**src/rtl/aes_pkg.sv**
```systemverilog
// Shared AES definitions: field constants, FSM encoding, MixColumns coefficients
// and byte/column helpers. Multiplies by constants go through xtime chains only.
package aes_pkg;

  localparam logic [7:0] AES_POLY = 8'h1B;

  typedef enum logic [1:0] {
    IDLE = 2'd0,
    CALC = 2'd1,
    DONE = 2'd2
  } state_e;

  localparam logic [7:0] FWD_COEF [4] = '{8'd2, 8'd3, 8'd1, 8'd1};
  localparam logic [7:0] INV_COEF [4] = '{8'd14, 8'd11, 8'd13, 8'd9};

  function automatic logic [7:0] xtime(input logic [7:0] a);
    return {a[6:0], 1'b0} ^ (a[7] ? AES_POLY : 8'h00);
  endfunction

  // Only the coefficients used by MixColumns/InvMixColumns are supported.
  function automatic logic [7:0] gf_mul_const(input logic [7:0] a, input logic [7:0] k);
    logic [7:0] x2, x4, x8, res;
    x2 = xtime(a);
    x4 = xtime(x2);
    x8 = xtime(x4);
    case (k)
      8'd2:    res = x2;
      8'd3:    res = x2 ^ a;
      8'd9:    res = x8 ^ a;
      8'd11:   res = x8 ^ x2 ^ a;
      8'd13:   res = x8 ^ x4 ^ a;
      8'd14:   res = x8 ^ x4 ^ x2;
      default: res = a;
    endcase
    return res;
  endfunction

  // Row 0 of a column sits in the most significant byte.
  function automatic logic [7:0] get_byte(input logic [31:0] col, input logic [1:0] r);
    logic [7:0] res;
    case (r)
      2'd0:    res = col[31:24];
      2'd1:    res = col[23:16];
      2'd2:    res = col[15:8];
      default: res = col[7:0];
    endcase
    return res;
  endfunction

  // Column 0 of the state sits in the most significant word.
  function automatic logic [31:0] get_col(input logic [127:0] st, input logic [1:0] c);
    logic [31:0] res;
    case (c)
      2'd0:    res = st[127:96];
      2'd1:    res = st[95:64];
      2'd2:    res = st[63:32];
      default: res = st[31:0];
    endcase
    return res;
  endfunction

  function automatic logic [127:0] set_col(input logic [127:0] st, input logic [1:0] c,
                                           input logic [31:0] col);
    logic [127:0] res;
    res = st;
    case (c)
      2'd0:    res[127:96] = col;
      2'd1:    res[95:64]  = col;
      2'd2:    res[63:32]  = col;
      default: res[31:0]   = col;
    endcase
    return res;
  endfunction

endpackage

```
**src/rtl/gf_mix_column.sv**
```systemverilog
// Combinational (Inv)MixColumns on one 32-bit column. With INV_SUPPORT=0 the
// inverse coefficients fold away and only the forward network remains.
module gf_mix_column
  import aes_pkg::*;
#(
  parameter bit INV_SUPPORT = 1'b1
) (
  input  logic [31:0] col_i,
  input  logic        inv_i,
  output logic [31:0] col_o
);

  logic [7:0] o [4];
  logic [7:0] coef;

  always_comb begin
    coef = 8'd0;
    for (int r = 0; r < 4; r++) begin
      o[r] = 8'h00;
      for (int k = 0; k < 4; k++) begin
        coef = (INV_SUPPORT && inv_i) ? INV_COEF[k] : FWD_COEF[k];
        o[r] = o[r] ^ gf_mul_const(get_byte(col_i, 2'(r + k)), coef);
      end
    end
    col_o = {o[0], o[1], o[2], o[3]};
  end

endmodule

```
**src/rtl/mix_columns_seq.sv**
```systemverilog
// Sequential MixColumns/InvMixColumns: one column per cycle over a 128-bit buffer,
// valid/ready on both sides.
//   state | meaning
//   IDLE  | ready for a block (in_ready high once out of reset)
//   CALC  | buffer column col replaced by its mix each cycle, 4 cycles
//   DONE  | result held on out_state until out_ready
module mix_columns_seq
  import aes_pkg::*;
#(
  parameter bit INV_SUPPORT = 1'b1
) (
  input  logic         clk,
  input  logic         rst,
  input  logic         in_valid,
  output logic         in_ready,
  input  logic [127:0] in_state,
  input  logic         in_inv,
  output logic         out_valid,
  input  logic         out_ready,
  output logic [127:0] out_state,
  output logic         busy
);

  state_e         state_q, state_d;
  logic [1:0]     col_q, col_d;
  logic [127:0]   buf_q, buf_d;
  logic           inv_q, inv_d;
  logic           live_q;
  logic [31:0]    col_cur, col_mix;

  assign col_cur = get_col(buf_q, col_q);

  gf_mix_column #(.INV_SUPPORT(INV_SUPPORT)) u_mix (
    .col_i (col_cur),
    .inv_i (inv_q),
    .col_o (col_mix)
  );

  // live_q keeps in_ready low while reset is held and for no longer.
  always_ff @(posedge clk or posedge rst) begin
    if (rst) begin
      state_q <= IDLE;
      live_q  <= 1'b0;
    end else begin
      state_q <= state_d;
      live_q  <= 1'b1;
    end
  end

  always_comb begin
    state_d = state_q;
    case (state_q)
      IDLE:    if (in_valid && in_ready) state_d = CALC;
      CALC:    if (col_q == 2'd3) state_d = DONE;
      DONE:    if (out_ready) state_d = IDLE;
      default: state_d = IDLE;
    endcase
  end

  always_comb begin
    in_ready  = live_q && (state_q == IDLE);
    out_valid = (state_q == DONE);
    busy      = (state_q == CALC) || (state_q == DONE);
  end

  always_comb begin
    buf_d = buf_q;
    col_d = col_q;
    inv_d = inv_q;
    if (state_q == IDLE && in_valid && in_ready) begin
      buf_d = in_state;
      inv_d = INV_SUPPORT ? in_inv : 1'b0;
      col_d = 2'd0;
    end else if (state_q == CALC) begin
      buf_d = set_col(buf_q, col_q, col_mix);
      col_d = col_q + 2'd1;
    end
  end

  always_ff @(posedge clk or posedge rst) begin
    if (rst) begin
      buf_q <= '0;
      col_q <= 2'd0;
      inv_q <= 1'b0;
    end else begin
      buf_q <= buf_d;
      col_q <= col_d;
      inv_q <= inv_d;
    end
  end

  assign out_state = buf_q;

endmodule

```
**config.mk**
```make
export PLATFORM = sky130hd
export DESIGN_NAME = mix_columns_seq
export DESIGN_NICKNAME = d
export VERILOG_FILES = /design/src/rtl/aes_pkg.sv /design/src/rtl/gf_mix_column.sv /design/src/rtl/mix_columns_seq.sv
export SDC_FILE = /design/constraint.sdc
export NUM_CORES = 1
export LEC_CHECK = 0
export ABC_AREA = 0
export BUFFER_PORTS_ARGS = -buffer_cell sky130_fd_sc_hd__buf_2
export CORE_ASPECT_RATIO = 0.9
export CORE_UTILIZATION = 58
export CTS_CLUSTER_SIZE = 28
export DETAILED_ROUTE_END_ITERATION = 8
export PLACE_DENSITY = 0.91
export SLEW_MARGIN = 20
export SYNTH_ARGS = -nofsm -noshare
export SYNTH_HDL_FRONTEND = slang
export SYNTH_SLANG_ARGS = --single-unit
```
**constraint.sdc**
```tcl
create_clock -name clk -period 9.2 [get_ports clk]
set_clock_uncertainty 0.05 [all_clocks]
set_input_delay 0 -clock clk [delete_from_list [all_inputs] [get_ports clk]]
set_output_delay 0 -clock clk [all_outputs]
set_load 0.01 [all_outputs]
```
==> run metrics, run 1 <==
GP Congestion 1.062; post-synth cell types 36; post-synthesis sequential area ratio 35.84%; RSZ-0062 raised after global routing no; CP Capture Type flop; Setup-failing EPs final 0; Num CTS Buffers 17; fmax 0.1971 GHz; syn nets 1,215; Num Clock Sinks 134; max incr delay on CP 890 ps; Cell Rows 43; DR WL/cell 25.02 um; Top delay family on crit path XOR/XNOR gates; hold_buf cts 131; Final Hold Fails 0; dpl ws 4479 ps; Startpoint Class flop; Post-CTS Resized 0; fill count 918; drt total wl 41.04 mm; area of the die 16,640 um^2; Max-Cap Viols 0; FF-to-FF Start col_q[0]$_DFFE_PP0P_; area growth from synthesis to layout 34.89%; Final Max Tran Viols 0; Slew HR 20.10%; DP HPWL 25.07 mm; # IOs 264; number of port buffers 263; Arrival @ worst endpoint 5360 ps; CP Cell Sequence ha_1 -> inv_2 -> mux2i_1 -> xnor2_1 -> xnor3_1 -> xnor2_1 -> mux2_2 -> xnor2_1 -> nor2_1 -> o21ai_1; most common flop cell mapped by yosys dfrtp_1; global route overflow 0; FF/Latch Area 3353 um^2; Post-Syn Area 9356 um^2; status finished, violations left; commonest cells after routing, fill and taps aside 265 x buf_2, 148 x xnor2_1, 134 x dfrtp_1; Critical Path RT 9490 ps; crit path time final 5073 ps; core footprint 15,600 um^2; total number of vias 10,970; CP bufs+invs 1; Max stage delay cell, worst path ha_1; vias per inst 6.688; FFs w/ async S/R, synth 100.0%; Multi-input gate area 5614 um^2; failing checks design-rule violations; GR Util All Layers 50.25%; Initial Util 59.97%; Setup crit start col_q[0]$_DFFE_PP0P_; Placed Cells 1,474; Nets 1,569; fin crit share 55.14%; share of cells above drive strength 1 22.25%; clk buf depth 2; vias in the first global route 10,960; Crit Path Max Fanout 28; Min Hold Slack 219.2 ps; Post-CTS Setup Inserts 0; Crit Path Class flop to flop; Post-synth EDFFs 0; Final Non-Filler Cells 1,640; drt pass-1 iters 9; Clock Pin Slew Worst Setup and Hold Paths 60 ps; synthesized area per cell 8.720 um^2; # DRC 8; die width 135.9 um; largest net degree at the start of global routing 97; Hold Path Class primary input to asynchronous set/reset pin; final setup margin 4127 ps; die height 122.5 um; DRT iter0 DRCs 2,069; clock root buffer clkbuf_16; ant diodes 0; Clk Latency, worst-skew pair 450 ps; Seq cells post-synth 134; setup TNS 0 ps; commonest non-fill, non-tap cell in the layout buf_2; htree depth 4; Worst Tran Pin Value 1198 ps; Syn Inst Count 1,073; yosys warns 0; DRT antenna net count 0; CTS tree yes; initial antenna violation count 0; first-pass GRT wire length 61.54 mm; CP most frequent cell xnor2_1
## cells by family (layout without fill, tap and decap cells)
family	Yosys count	in the layout	share of synthesized area, %
compound gates	318	318	20.26
xor+xnor	218	218	23.13
fa+ha+maj	9	9	1.204
buf+inv	95	460	4.293
flops	134	134	35.84
mux	15	15	1.618
other cells	1	1	0.04008
simple gates	283	283	13.61
## flip-flops by register name, indices dropped and copies added (netlist names)
name / flops
state_q: 2
col_q: 2
live_q: 1
inv_q: 1
out_state: 128
## layout make-up
cell class / count / share of cell area [%]
multi-input combinational: 844 / 44.48
sequential: 134 / 26.57
timing repair buffer: 413 / 21.87
clock buffer: 22 / 3.757
tap: 202 / 2.003
clock inverter: 8 / 0.7931
inverter: 17 / 0.5254
## routing by layer
metal | up-vias | GRT usage (%) | share of wire [%]
met5 | - | 2.160 | 0
met4 | 0 | 37.92 | 8.6
li1 | 4441 | - | -
met3 | 356 | 19.70 | 15
met2 | 1182 | 77.71 | 43
met1 | 4989 | 55.97 | 33
## through the flow
step / utilization [%] / area, um^2
after floorplan: - / 9356
after global placement: 68.63 / 10710
after detailed placement: 68.63 / 10710
after CTS: 80.71 / 12590
after global routing: 80.89 / 12620
final: 80.89 / 12620
## tightest hold or removal path: stages
cell           delay [ps]
dlygate4sd3_1         530
buf_2                 140
inv_4                 560
## path summary, 6_finish.rpt
kind	endpoint	cells past startpoint	slack [ps]
setup / recovery	out_state[115]$_DFFE_PP0P_	10	4130
hold / removal	out_state[92]$_DFFE_PP0P_	3	220
setup reg to reg	out_state[115]$_DFFE_PP0P_	10	4130
hold reg to reg	out_state[105]$_DFFE_PP0P_	2	490
max in group asynchronous	out_state[69]$_DFFE_PP0P_	4	7450
min in group clk	out_state[111]$_DFFE_PP0P_	4	260
## Yosys cell counts (13+ instances only)
master | n | share of area, %
nor2b_1 | 13 | 0.87
and3_1 | 52 | 3.5
a222oi_1 | 33 | 3.5
o21ai_1 | 13 | 0.70
nand3_1 | 16 | 0.86
o21ai_0 | 96 | 5.1
a21oi_1 | 122 | 6.5
xnor2_1 | 148 | 14
dfrtp_1 | 134 | 36
nor2_1 | 84 | 3.4
xnor3_1 | 18 | 4.3
xor2_1 | 51 | 4.8
clkbuf_1 | 64 | 2.6
inv_1 | 17 | 0.68
nand2_1 | 105 | 4.2
mux2i_1 | 14 | 1.5
Power of run 1 is not shown: default switching activity piles up to over one toggle a cycle in this logic, so the estimate is an artifact.
==> run 2: changes to the inputs <==
Settings changed: CORE_UTILIZATION 58 to 48, PLACE_DENSITY 0.91 to 0.8.
Clock period 9.2 ns to 4.6 ns, I/O delays scaled along.
==> run 2 against run 1 <==
  * The run now ends clean
  * Highest routed layer unchanged
  * First-iteration DRC count down 35%
  * Routed wire length down 4.4%
  * Setup slack got worse by 3800 ps
  * Global-route usage is 11 points lower
  * Critical endpoint is now out_state[16]$_DFFE_PP0P_
  * Non-clock buffer count grew 42
  * Design area increased by 3.7%
==> run metrics, run 2 (same netlist as run 1, synthesis figures left out) <==
Cell Rows 48 (was 43); DRT antenna net count 0 (unchanged); Arrival @ worst endpoint 4480 ps (was 5360 ps); ant diodes 0 (unchanged); fill count 1,451 (was 918); Num CTS Buffers 17 (unchanged); core footprint 19,160 um^2 (was 15,600 um^2); Nets 1,611 (was 1,569); drt total wl 39.23 mm (was 41.04 mm); status finished clean (was finished, violations left); DR WL/cell 22.65 um (was 25.02 um); Worst Tran Pin Value 1119 ps (was 1198 ps); initial antenna violation count 0 (unchanged); Startpoint Class flop (unchanged); vias per inst 6.058 (was 6.688); area growth from synthesis to layout 39.85% (was 34.89%); GR Util All Layers 39.39% (was 50.25%); Clk Latency, worst-skew pair 440 ps (was 450 ps); Num Clock Sinks 134 (unchanged); share of cells above drive strength 1 24.63% (was 22.25%); Critical Path RT 4820 ps (was 9490 ps); # DRC 0 (was 8); GP Congestion 0.9756 (was 1.062); CTS tree yes (unchanged); clk buf depth 2 (unchanged); post-route cell area 13,090 um^2 (was 12,620 um^2); Final Hold Fails 0 (unchanged); die width 149.2 um (was 135.9 um); commonest cells after routing, fill and taps aside 263 x buf_2, 148 x xnor2_1, 134 x dfrtp_1 (was 265 x buf_2, 148 x xnor2_1, 134 x dfrtp_1); htree depth 4 (unchanged); total number of vias 10,490 (was 10,970); largest net degree at the start of global routing 82 (was 97); clock root buffer clkbuf_16 (unchanged); DRT iter0 DRCs 1,343 (was 2,069); fmax 0.2349 GHz (was 0.1971 GHz); CP Capture Type flop (unchanged); die height 134.5 um (was 122.5 um); Crit Path Class flop to flop (unchanged); Clock Pin Slew Worst Setup and Hold Paths 60 ps (about the same); fin crit share 92.55% (was 55.14%); area of the die 20,060 um^2 (was 16,640 um^2); number of port buffers 263 (unchanged); Largest register FFs 128 (unchanged); vias in the first global route 10,190 (was 10,960); drt pass-1 iters 8 (was 9); Setup-failing EPs final 0 (unchanged); RSZ-0062 raised after global routing no (unchanged); Slew HR 25.42% (was 20.10%); setup TNS 0 ps (unchanged); commonest non-fill, non-tap cell in the layout buf_2 (unchanged); Final Max Tran Viols 0 (unchanged); Hold Path Class primary input to asynchronous set/reset pin (unchanged); DP HPWL 27.01 mm (was 25.07 mm); Crit Path Max Fanout 33 (was 28); global route overflow 0 (unchanged); Post-CTS Resized 0 (unchanged); # IOs 264 (unchanged); placed inst area 11,120 um^2 (was 10,710 um^2); first-pass GRT wire length 58.74 mm (was 61.54 mm); Max-Cap Viols 0 (unchanged); Initial Util 48.84% (was 59.97%); crit path time final 4257 ps (was 5073 ps); Util after Layout 68.30% (was 80.89%)
==> run 2: metal layers <==
layer / track usage, % / vias up / part of all wire, %
met2: 64.63 / 922 / 46
met1: 49.51 / 4861 / 38
met3: 9.392 / 190 / 12
li1: - / 4519 / -
met4: 17.06 / 0 / 5.0
met5: 0 / - / 0
==> run 2: timing repair <==
action | CTS | global route
setup endpoints to repair | 0 | 2
buffers inserted | 0 | 2
hold endpoints to repair | 165 | 0
hold buffers | 131 | 0
==> run 2: critical path, stage by stage, from the launching register on <==
cell and delay, ps:
dfrtp_1 430, inv_1 100, ha_1 160, buf_4 400, a222oi_1 220, mux2i_1 690
xnor2_1 300, xnor3_1 540, nand2_1 160, xnor2_1 530, nor2_1 110, a21oi_1 210
o21ai_0 170
==> run 2: final timing paths <==
kind / endpoint / from / slack (ps) / cells after the start
max: out_state[16]$_DFFE_PP0P_ / col_q[1]$_DFFE_PP0P_ / 340 / 12
min: out_state[41]$_DFFE_PP0P_ / rst / 70 / 3
max reg2reg: out_state[16]$_DFFE_PP0P_ / col_q[1]$_DFFE_PP0P_ / 340 / 12
min reg2reg: out_state[105]$_DFFE_PP0P_ / out_state[105]$_DFFE_PP0P_ / 490 / 2
max in group asynchronous: out_state[37]$_DFFE_PP0P_ / rst / 3290 / 4
min in group clk: col_q[1]$_DFFE_PP0P_ / in_valid / 230 / 3
==> run 2: area by class of cell <==
type                       instances  area, um^2  area share [%]
clock buffer                      21       470.5           3.595
multi-input combinational        844        5614           42.91
sequential                       134        3353           25.63
tap                              250       312.8           2.391
timing repair buffer             455        3098           23.68
clock inverter                    11       170.2           1.300
inverter                          17       66.31          0.5068
==> run 2: stage by stage <==
| step | hold WS, ps | setup slack (ps) | instances |
|---|---|---|---|
| 5_1_grt | 139.8 | 225.4 | 1732 |
| 6_report | 69.13 | 342.6 | 1732 |
| 3_5_place_dp | 2.439 | 281.8 | 1567 |
| 3_3_place_gp | 2.501 | 328.2 | 1567 |
| 2_1_floorplan | 55.44 | 903.7 | 1073 |
| 4_1_cts | 87.69 | 230.4 | 1730 |
Power of run 2 is left out for the same reason.
